`src/rtl/mark_capture_pkg.sv`:
```
// mark_capture_pkg
//   Shared definitions for the marker channel: command word field positions,
//   flag bit indices, the capture FSM state encoding and a command packer.
package mark_capture_pkg;

  localparam int FIELD_W   = 12;
  localparam int START_MSB = 61;
  localparam int START_LSB = 50;
  localparam int LEN_MSB   = 49;
  localparam int LEN_LSB   = 38;
  localparam int SAT_BIT   = 1;   // length was clipped at FIELD_MAX
  localparam int TMO_BIT   = 0;   // no rising edge before the timeout

  localparam logic [FIELD_W-1:0] FIELD_MAX = '1;

  typedef enum logic [2:0] {
    ST_IDLE  = 3'd0,
    ST_SYNC  = 3'd1,
    ST_ARMED = 3'd2,
    ST_HIGH  = 3'd3,
    ST_EMIT  = 3'd4
  } state_e;

  // Assemble a command word; every bit outside the fields and flags is zero.
  function automatic logic [63:0] pack_command(
    input logic [FIELD_W-1:0] start,
    input logic [FIELD_W-1:0] len,
    input logic               sat,
    input logic               tmo
  );
    logic [63:0] cmd;
    cmd                     = '0;
    cmd[START_MSB:START_LSB] = start;
    cmd[LEN_MSB:LEN_LSB]     = len;
    cmd[SAT_BIT]             = sat;
    cmd[TMO_BIT]             = tmo;
    return cmd;
  endfunction

endpackage

```
`src/rtl/mark_capture_edge_det.sv`:
```
// mark_edge_det
//   Registers the marker input every cycle and flags its edges.
//   i_clk    : clock
//   i_rst_n  : asynchronous active-low reset
//   i_mark   : marker input (synchronous to i_clk)
//   o_rise   : i_mark high this cycle, low last cycle
//   o_fall   : i_mark low this cycle, high last cycle
module mark_edge_det (
  input  logic i_clk,
  input  logic i_rst_n,
  input  logic i_mark,
  output logic o_rise,
  output logic o_fall
);

  logic r_mark_d;

  always_ff @(posedge i_clk or negedge i_rst_n) begin
    if (!i_rst_n) begin
      r_mark_d <= 1'b0;
    end else begin
      r_mark_d <= i_mark;
    end
  end

  assign o_rise = i_mark & ~r_mark_d;
  assign o_fall = ~i_mark & r_mark_d;

endmodule

```
`src/rtl/mark_capture.sv`:
```
// mark_capture
//   Measures one marker pulse relative to the arm strobe and returns it as a
//   command word (start/length fields plus saturated/timeout flags).
//   TIMEOUT     : cycles to wait for a rising edge once counting starts (1..4095)
//   clk         : clock
//   rst_n       : asynchronous active-low reset
//   cstrobe     : arm strobe; starts or restarts a measurement
//   mark        : marker input
//   command     : result word, held until the next result
//   cstrobe_out : one-cycle pulse, coincident with a new command
//   busy        : measurement in progress (SYNC, ARMED, HIGH)
module mark_capture
  import mark_capture_pkg::*;
#(
  parameter int TIMEOUT = 4095
) (
  input  logic        clk,
  input  logic        rst_n,
  input  logic        cstrobe,
  input  logic        mark,
  output logic [63:0] command,
  output logic        cstrobe_out,
  output logic        busy
);

  localparam logic [FIELD_W-1:0] TIMEOUT_C = FIELD_W'(TIMEOUT);

  state_e             r_state;
  logic [FIELD_W-1:0] r_cnt;
  logic [FIELD_W-1:0] r_len;
  logic [FIELD_W-1:0] r_start;
  logic [63:0]        r_command;
  logic               r_cstrobe_out;

  state_e             w_state_next;
  logic [FIELD_W-1:0] w_cnt_next;
  logic [FIELD_W-1:0] w_len_next;
  logic [FIELD_W-1:0] w_start_next;
  logic [63:0]        w_command_next;
  logic               w_cstrobe_out_next;
  logic               w_rise;
  logic               w_fall;

  mark_edge_det u_edge (
    .i_clk   (clk),
    .i_rst_n (rst_n),
    .i_mark  (mark),
    .o_rise  (w_rise),
    .o_fall  (w_fall)
  );

  // The result is registered on the transition into EMIT, so command and
  // cstrobe_out are already valid during the EMIT cycle itself.
  always_comb begin
    w_state_next       = r_state;
    w_cnt_next         = r_cnt;
    w_len_next         = r_len;
    w_start_next       = r_start;
    w_command_next     = r_command;
    w_cstrobe_out_next = 1'b0;

    case (r_state)
      ST_IDLE: begin
        w_state_next = ST_IDLE;
      end
      ST_SYNC: begin
        w_cnt_next   = '0;
        w_len_next   = '0;
        w_state_next = ST_ARMED;
      end
      ST_ARMED: begin
        // A rise at cnt = 0 was already in progress at arm time; skip it.
        if (w_rise && (r_cnt != '0)) begin
          w_start_next = r_cnt - FIELD_W'(1);
          w_len_next   = FIELD_W'(1);
          w_state_next = ST_HIGH;
        end else if (r_cnt == TIMEOUT_C) begin
          w_command_next     = pack_command(FIELD_MAX, '0, 1'b0, 1'b1);
          w_cstrobe_out_next = 1'b1;
          w_state_next       = ST_EMIT;
        end else begin
          w_cnt_next = r_cnt + FIELD_W'(1);
        end
      end
      ST_HIGH: begin
        if (w_fall) begin
          w_command_next     = pack_command(r_start, r_len, 1'b0, 1'b0);
          w_cstrobe_out_next = 1'b1;
          w_state_next       = ST_EMIT;
        end else if (r_len == FIELD_MAX) begin
          w_command_next     = pack_command(r_start, FIELD_MAX, 1'b1, 1'b0);
          w_cstrobe_out_next = 1'b1;
          w_state_next       = ST_EMIT;
        end else begin
          w_len_next = r_len + FIELD_W'(1);
        end
      end
      ST_EMIT: begin
        w_state_next = ST_IDLE;
      end
      default: begin
        w_state_next = ST_IDLE;
      end
    endcase

    // Arm strobe wins everywhere: an in-flight measurement is dropped
    // without a result. In EMIT the result is already out, so nothing is lost.
    if (cstrobe) begin
      w_state_next       = ST_SYNC;
      w_command_next     = r_command;
      w_cstrobe_out_next = 1'b0;
    end
  end

  always_ff @(posedge clk or negedge rst_n) begin
    if (!rst_n) begin
      r_state       <= ST_IDLE;
      r_cnt         <= '0;
      r_len         <= '0;
      r_start       <= '0;
      r_command     <= '0;
      r_cstrobe_out <= 1'b0;
    end else begin
      r_state       <= w_state_next;
      r_cnt         <= w_cnt_next;
      r_len         <= w_len_next;
      r_start       <= w_start_next;
      r_command     <= w_command_next;
      r_cstrobe_out <= w_cstrobe_out_next;
    end
  end

  // Decoded from the state register so reset clears it immediately.
  assign busy        = (r_state == ST_SYNC) || (r_state == ST_ARMED) || (r_state == ST_HIGH);
  assign command     = r_command;
  assign cstrobe_out = r_cstrobe_out;

endmodule

```
`config.mk`:
```
export PLATFORM = sky130hd
export DESIGN_NAME = mark_capture
export DESIGN_NICKNAME = d
export VERILOG_FILES = /design/src/rtl/mark_capture_pkg.sv /design/src/rtl/mark_capture_edge_det.sv /design/src/rtl/mark_capture.sv
export SDC_FILE = /design/constraint.sdc
export NUM_CORES = 1
export LEC_CHECK = 0
export CAP_MARGIN = 25
export CORE_MARGIN = 2
export CORE_UTILIZATION = 40
export DETAILED_ROUTE_END_ITERATION = 8
export PLACE_DENSITY = 0.63
export SLEW_MARGIN = 20
export SYNTH_ARGS = -nofsm -noshare
export SYNTH_HDL_FRONTEND = slang
export SYNTH_SLANG_ARGS = --single-unit
```
`constraint.sdc`:
```
create_clock -name clk -period 6.7 [get_ports clk]
set_input_delay 0.67 -clock clk [delete_from_list [all_inputs] [get_ports clk]]
set_output_delay 0.67 -clock clk [all_outputs]
set_load 0.02 [all_outputs]
```
==> results of run 1 <==
==> registers in the layout, summed over array words and instances (netlist names) <==
name	cells
u_edge.r_mark_d	1
r_cnt	12
cstrobe_out	1
r_start	12
r_state	3
r_len	12
command	26
==> routing by layer <==
layer,GRT usage [%],wire length (µm),vias to the layer above
li1,-,-,1325
met1,21.6,3520,1283
met2,21.9,3020,93
met3,4.33,436,8
met4,6.22,108,0
met5,0,0,-
==> worst register-to-register path, stage by stage (launching register included) <==
cell	delay, ps
dfrtp_1	550
or4_4	570
o41a_1	470
nand2_1	600
nand3_1	350
a31oi_1	260
==> layout by cell type (no fill, tap or decap), types with 5 or more instances in the layout <==
cell type / n
dfrtp_1: 67
nand2_1: 46
conb_1: 38
clkdlybuf4s50_1: 30
nor2_1: 29
o21ai_0: 26
nand3_1: 22
o22a_1: 13
nor3_1: 10
clkbuf_8: 9
o21ai_1: 8
a31oi_1: 8
nand4_1: 7
inv_1: 6
xnor2_1: 6
and3_1: 6
o31ai_1: 5
mux2i_1: 5
a21oi_1: 5
==> worst paths after layout <==
kind	end	slack, ps	depth (start not counted)
setup / recovery	r_len[9]	3820	5
hold / removal	command[56]	490	1
setup reg to reg	r_len[9]	3820	5
hold reg to reg	command[56]	490	1
max in group asynchronous	command[50]	5650	2
min in group asynchronous	r_cnt[4]	500	2
==> kinds of logic after synthesis <==
kind of cell,count (synthesis),share of synthesized area (%)
AO/OA/AOI/OAI,88,17.1
XOR/XNOR,10,2.43
adder cells (fa/ha/maj),4,1.39
buffers and inverters,66,11.6
flip-flops,67,46.5
multiplexers,5,1.39
other,1,0.104
AND/OR/NAND/NOR,142,19.5
==> power groups by stage <==
stage               sequential, mW  combinational, mW  clock [mW]
detailed placement           0.583              0.411           0
global placement             0.579              0.408           0
global route                 0.590              0.444       0.351
floorplan                    0.649              0.179           0
CTS                          0.575              0.411       0.336
finish                       0.573              0.406       0.327
==> cell type report <==
| cell class | instances | share of cell area (%) |
|---|---|---|
| clock buffer | 9 | 3.10 |
| clock inverter | 7 | 1.72 |
| inverter | 6 | 0.564 |
| multi-input combinational | 287 | 41.3 |
| sequential | 67 | 42.0 |
| tap | 108 | 3.38 |
| timing repair buffer | 33 | 8.02 |
==> per-stage QoR <==
stage | power, mW | utilization, %
after floorplan | 0.828 | -
after global placement | 0.987 | 43.6
after detailed placement | 0.994 | 43.6
after CTS | 1.32 | 45.8
after global routing | 1.39 | 45.8
final | 1.31 | 45.8
==> reports/metrics.yaml, run 1 <==
outcome:
  status: "complete, no violations"
synth:
  ys_ff_latch: 67
  synth.distinct_cells: 53
  synth_ff_type: "dfrtp_1"
  yosysMostFrequentCell: "dfrtp_1"
  synthCells: 383
  yosys_warnings: 0
  seq_area_frac_synth_pct: 46.5
  synth_common_cells: "dfrtp_1, nand2_1, buf_4, nor2_1, o21ai_0"
  yosysTopAreaCellShare_pct: 46.5
  async_reset_ff_share_pct: 100
  synth-edff-count: 0
  postSynthAreaPerCell_um2: 9.42
  syn_area_um2: 3610
  synthTopCellsByArea: "dfrtp_1, buf_4, nand2_1"
  yosys.area.top_type: "dfrtp_1"
layout:
  final_nets: 412
  area_delta_synth_final_pct: 10.8
  final_area_um2: 4000
  num_antenna_cells: 0
  final_layout_size_suffix_gt1_share_pct: 6.60
  layoutNonFillerInstCount: 517
  multi_input_area_um2: 1650
  seqCellArea_um2: 1680
  fill_cells: 827
worst_hold_path:
  hp-class: "register to register"
  hold_start: "command[56]"
power_and_ir_drop:
  vdd_drop_max_mv: 0.0961
  combPwrFrac_pct: 31.1
  pwr-share-seq_pct: 43.9
  p_sw_share_pct: 33.8
  leakagePower_nw: 1.85
  p_int_mw: 0.864
  clock_power_share_pct: 25.0
  p_sw_mw: 0.442
  p_per_area_nw_per_um2: 327
grt:
  grt_max_degree: 68
  grt_pass1_vias: 2410
  antenna_found_initial: 0
  grt_usage_pct: 15.2
  grt_remaining_overflow: 0
  grt_first_pass_wirelength_mm: 12.0
detailed_routing:
  vias_per_cell: 5.24
  drt_pre_antenna_iters: 4
  ant_nets: 0
  routed_wl_mm: 7.08
  drt_iter0_drc: 183
  route.detailed.drc: 0
  num_vias: 2709
  avgRoutedWirePerCell_um: 13.7
setup_path:
  crit_chain: "or4_4 -> o41a_1 -> nand2_1 -> nand3_1 -> a31oi_1"
  setup.worst_path.start: "r_cnt[8]"
  end_kind: "register"
  slowest_delay_ps: 600
  crit_family: "simple AND/OR/NAND/NOR gates"
  path_buf_inv: 0
  cp-start-kind: "register"
  worstPathArrival_ps: 3140
  timing.rr.start: "r_cnt[8]"
  critPathKind: "register to register"
  required_ps: 6970
  cp_slowest_cell: "nand2_1"
  crit_fanout: 30
sta:
  slew_violations: 0
  rsz0062_at_grt: "false"
  fin_tns_setup_ps: 0
  fin_hold_ws_ps: 485
  slew-limit-headroom_pct: 44.0
  period_needed_ps: 2880
  fin_ws_ps: 3820
  fmax_mhz: 348
  finalCritPeriodShare_pct: 42.9
  skew_ps: 4.56
  hold_viol_final: 0
  worstMarginPinSlew_ps: 839
  setup_viol: 0
die:
  die_y_um: 98.9
  initial_utilization_pct: 41.3
  ios: 70
  core_area_um2: 8720
  rows: 34
  die_area_um2: 9790
  die_w_um: 98.9
clock_tree:
  tritoncts: "built"
  ctsResizeCount: 0
  cts_sinks: 67
  cts_setup_buffers: 0
  htreeDepth: 3
  clk_latency_ps: 350
  cts_hold_buf: 0
  cts_buffers: 9
  cts_buffer_depth: 2
  root_buffer: "clkbuf_8"
  clkTransAtPathRegs_ps: 70
place:
  dp.cells: 501
  gp_congestion: 0.799
  port_buffers: 31
  post-dp-hpwl_mm: 4.90
  pre_cts_ws_ps: 3460
  placed_area_um2: 3800
flow_run:
  cap_violations: 0
No activity file was read; power rests on OpenSTA's default activity.
==> inputs of run 2 (changes only) <==
==> constraint.sdc (replaced) <==
create_clock -name clk -period 3 [get_ports clk]
set_input_delay 0.3 -clock clk [delete_from_list [all_inputs] [get_ports clk]]
set_output_delay 0.3 -clock clk [all_outputs]
set_load 0.02 [all_outputs]
==> run 2 against run 1 <==
Against the previous run: via count increased by 2.8%; worst setup slack got worse by 3400 ps; largest power group unchanged; combinational power increased by 130%.
==> reports/metrics.yaml, run 2 (synthesis results as in run 1) <==
sta:
  hold_viol_final: 0
  fmax_mhz: 395
  slew_violations: 0
  finalCritPeriodShare_pct: 84.4
  setup_viol: 0
  worstMarginPinSlew_ps: 628
  period_needed_ps: 2530
  rsz0062_at_grt: "false"
  fin_tns_setup_ps: 0
  skew_ps: 7.46
  fin_ws_ps: 468
  slew-limit-headroom_pct: 58.1
setup_path:
  cp_slowest_cell: "or4_1"
  worstPathArrival_ps: 2820
  critPathKind: "register to register"
  path_buf_inv: 1
  setup.worst_path.start: "r_len[0]"
  end_kind: "register"
  crit_family: "simple AND/OR/NAND/NOR gates"
  slowest_delay_ps: 570
  cp-start-kind: "register"
  crit_fanout: 13
  required_ps: 3280
  crit_chain: "ha_1 -> nand3_1 -> or4_1 -> a211o_1 -> buf_4 -> nand2_2 -> o22a_1"
  timing.rr.start: "r_len[0]"
power_and_ir_drop:
  p_int_mw: 2.20
  leakagePower_nw: 1.92
  clock_power_share_pct: 31.1
  vdd_drop_max_mv: 0.241
  pwr-share-seq_pct: 40.1
  p_per_area_nw_per_um2: 782
  finalPower_mw: 3.23
  p_sw_share_pct: 31.8
  combPwrFrac_pct: 28.8
  p_sw_mw: 1.03
layout:
  final_cell_mix: "dfrtp_1, nand2_1, conb_1"
  fill_cells: 807
  final_layout_size_suffix_gt1_share_pct: 7.91
  final_common_cell: "dfrtp_1"
  num_antenna_cells: 0
  final_util_pct: 47.4
  final_nets: 420
  area_delta_synth_final_pct: 14.6
  largest_register_ffs: 26
grt:
  grt_pass1_vias: 2622
  grt_first_pass_wirelength_mm: 12.9
  grt_max_degree: 50
  antenna_found_initial: 0
  grt_usage_pct: 16.5
  grt_remaining_overflow: 0
clock_tree:
  ctsResizeCount: 0
  root_buffer: "clkbuf_8"
  cts_sinks: 67
  tritoncts: "built"
  cts_buffers: 9
  clk_latency_ps: 350
  cts_buffer_depth: 2
  htreeDepth: 3
  clkTransAtPathRegs_ps: 70
die:
  initial_utilization_pct: 41.3
  core_area_um2: 8720
  die_y_um: 98.9
  ios: 70
  die_w_um: 98.9
  die_area_um2: 9790
  rows: 34
detailed_routing:
  num_vias: 2785
  route.detailed.drc: 0
  drt_pre_antenna_iters: 4
  avgRoutedWirePerCell_um: 14.6
  vias_per_cell: 5.30
  drt_iter0_drc: 180
  routed_wl_mm: 7.69
  ant_nets: 0
place:
  port_buffers: 31
  gp_congestion: 0.826
  pre_cts_ws_ps: 505
  post-dp-hpwl_mm: 5.31
worst_hold_path:
  hp-class: "primary input to asynchronous set/reset pin"
outcome:
  status: "complete, no violations"
flow_run:
  cap_violations: 0
-- run 2: cell types whose count changed in the layout (fill, tap and decap cells not counted), sizes merged --
cell,change
buf,+7
clkinvlp,-2
bufinv,+3
clkbuf,+1
clkinv,-2
dlygate4sd3,+1
-- run 2: worst paths after layout --
| kind | end | slack, ps | depth (start not counted) |
|---|---|---|---|
| max | command[57] | 470 | 7 |
| min | r_cnt[3] | 420 | 2 |
| max reg2reg | command[57] | 470 | 7 |
| min reg2reg | r_start[6] | 490 | 2 |
| max in group asynchronous | command[58] | 1590 | 3 |
| min in group clk | r_start[6] | 490 | 2 |
-- run 2: per-stage QoR --
step	area, µm²	hold slack [ps]	instances
4_1_cts	4130	430	525
3_3_place_gp	3860	269	508
3_5_place_dp	3860	273	508
6_report	4130	425	525
2_1_floorplan	3740	4.41	420
5_1_grt	4130	451	525
-- run 2: power groups by stage --
stage                     clock [mW]  sequential (mW)  combinational [mW]
after global routing            1.06             1.34                1.01
final                           1.01             1.30               0.930
after CTS                       1.02             1.30               0.940
after floorplan                    0             1.45               0.400
after detailed placement           0             1.31               0.937
after global placement             0             1.30               0.926
-- run 2: routing by layer --
layer	wire length [µm]	part of all wire [%]	vias up	GRT usage, %
met1	3760	49	1333	24.0
met4	94	1.2	0	7.48
met3	468	6.1	10	2.62
li1	-	-	1338	-
met2	3370	44	104	24.2
met5	0	0	-	0
-- run 2: final cells by class --
type / instances / area [µm²] / area share, %
Timing Repair Buffer: 41 / 383 / 9.27
Tap cell: 108 / 135 / 3.27
Sequential cell: 67 / 1680 / 40.6
Clock inverter: 6 / 138 / 3.33
Inverter: 6 / 22.5 / 0.545
Clock buffer: 10 / 128 / 3.09
Multi-Input combinational cell: 287 / 1650 / 39.9
-- run 2: repair_timing --
action / in CTS / in global routing
setup endpoints to repair: 0 / 0
endpoints found under the hold margin: 18 / 0
buffers inserted: 0 / 0
hold buffers: 1 / 0
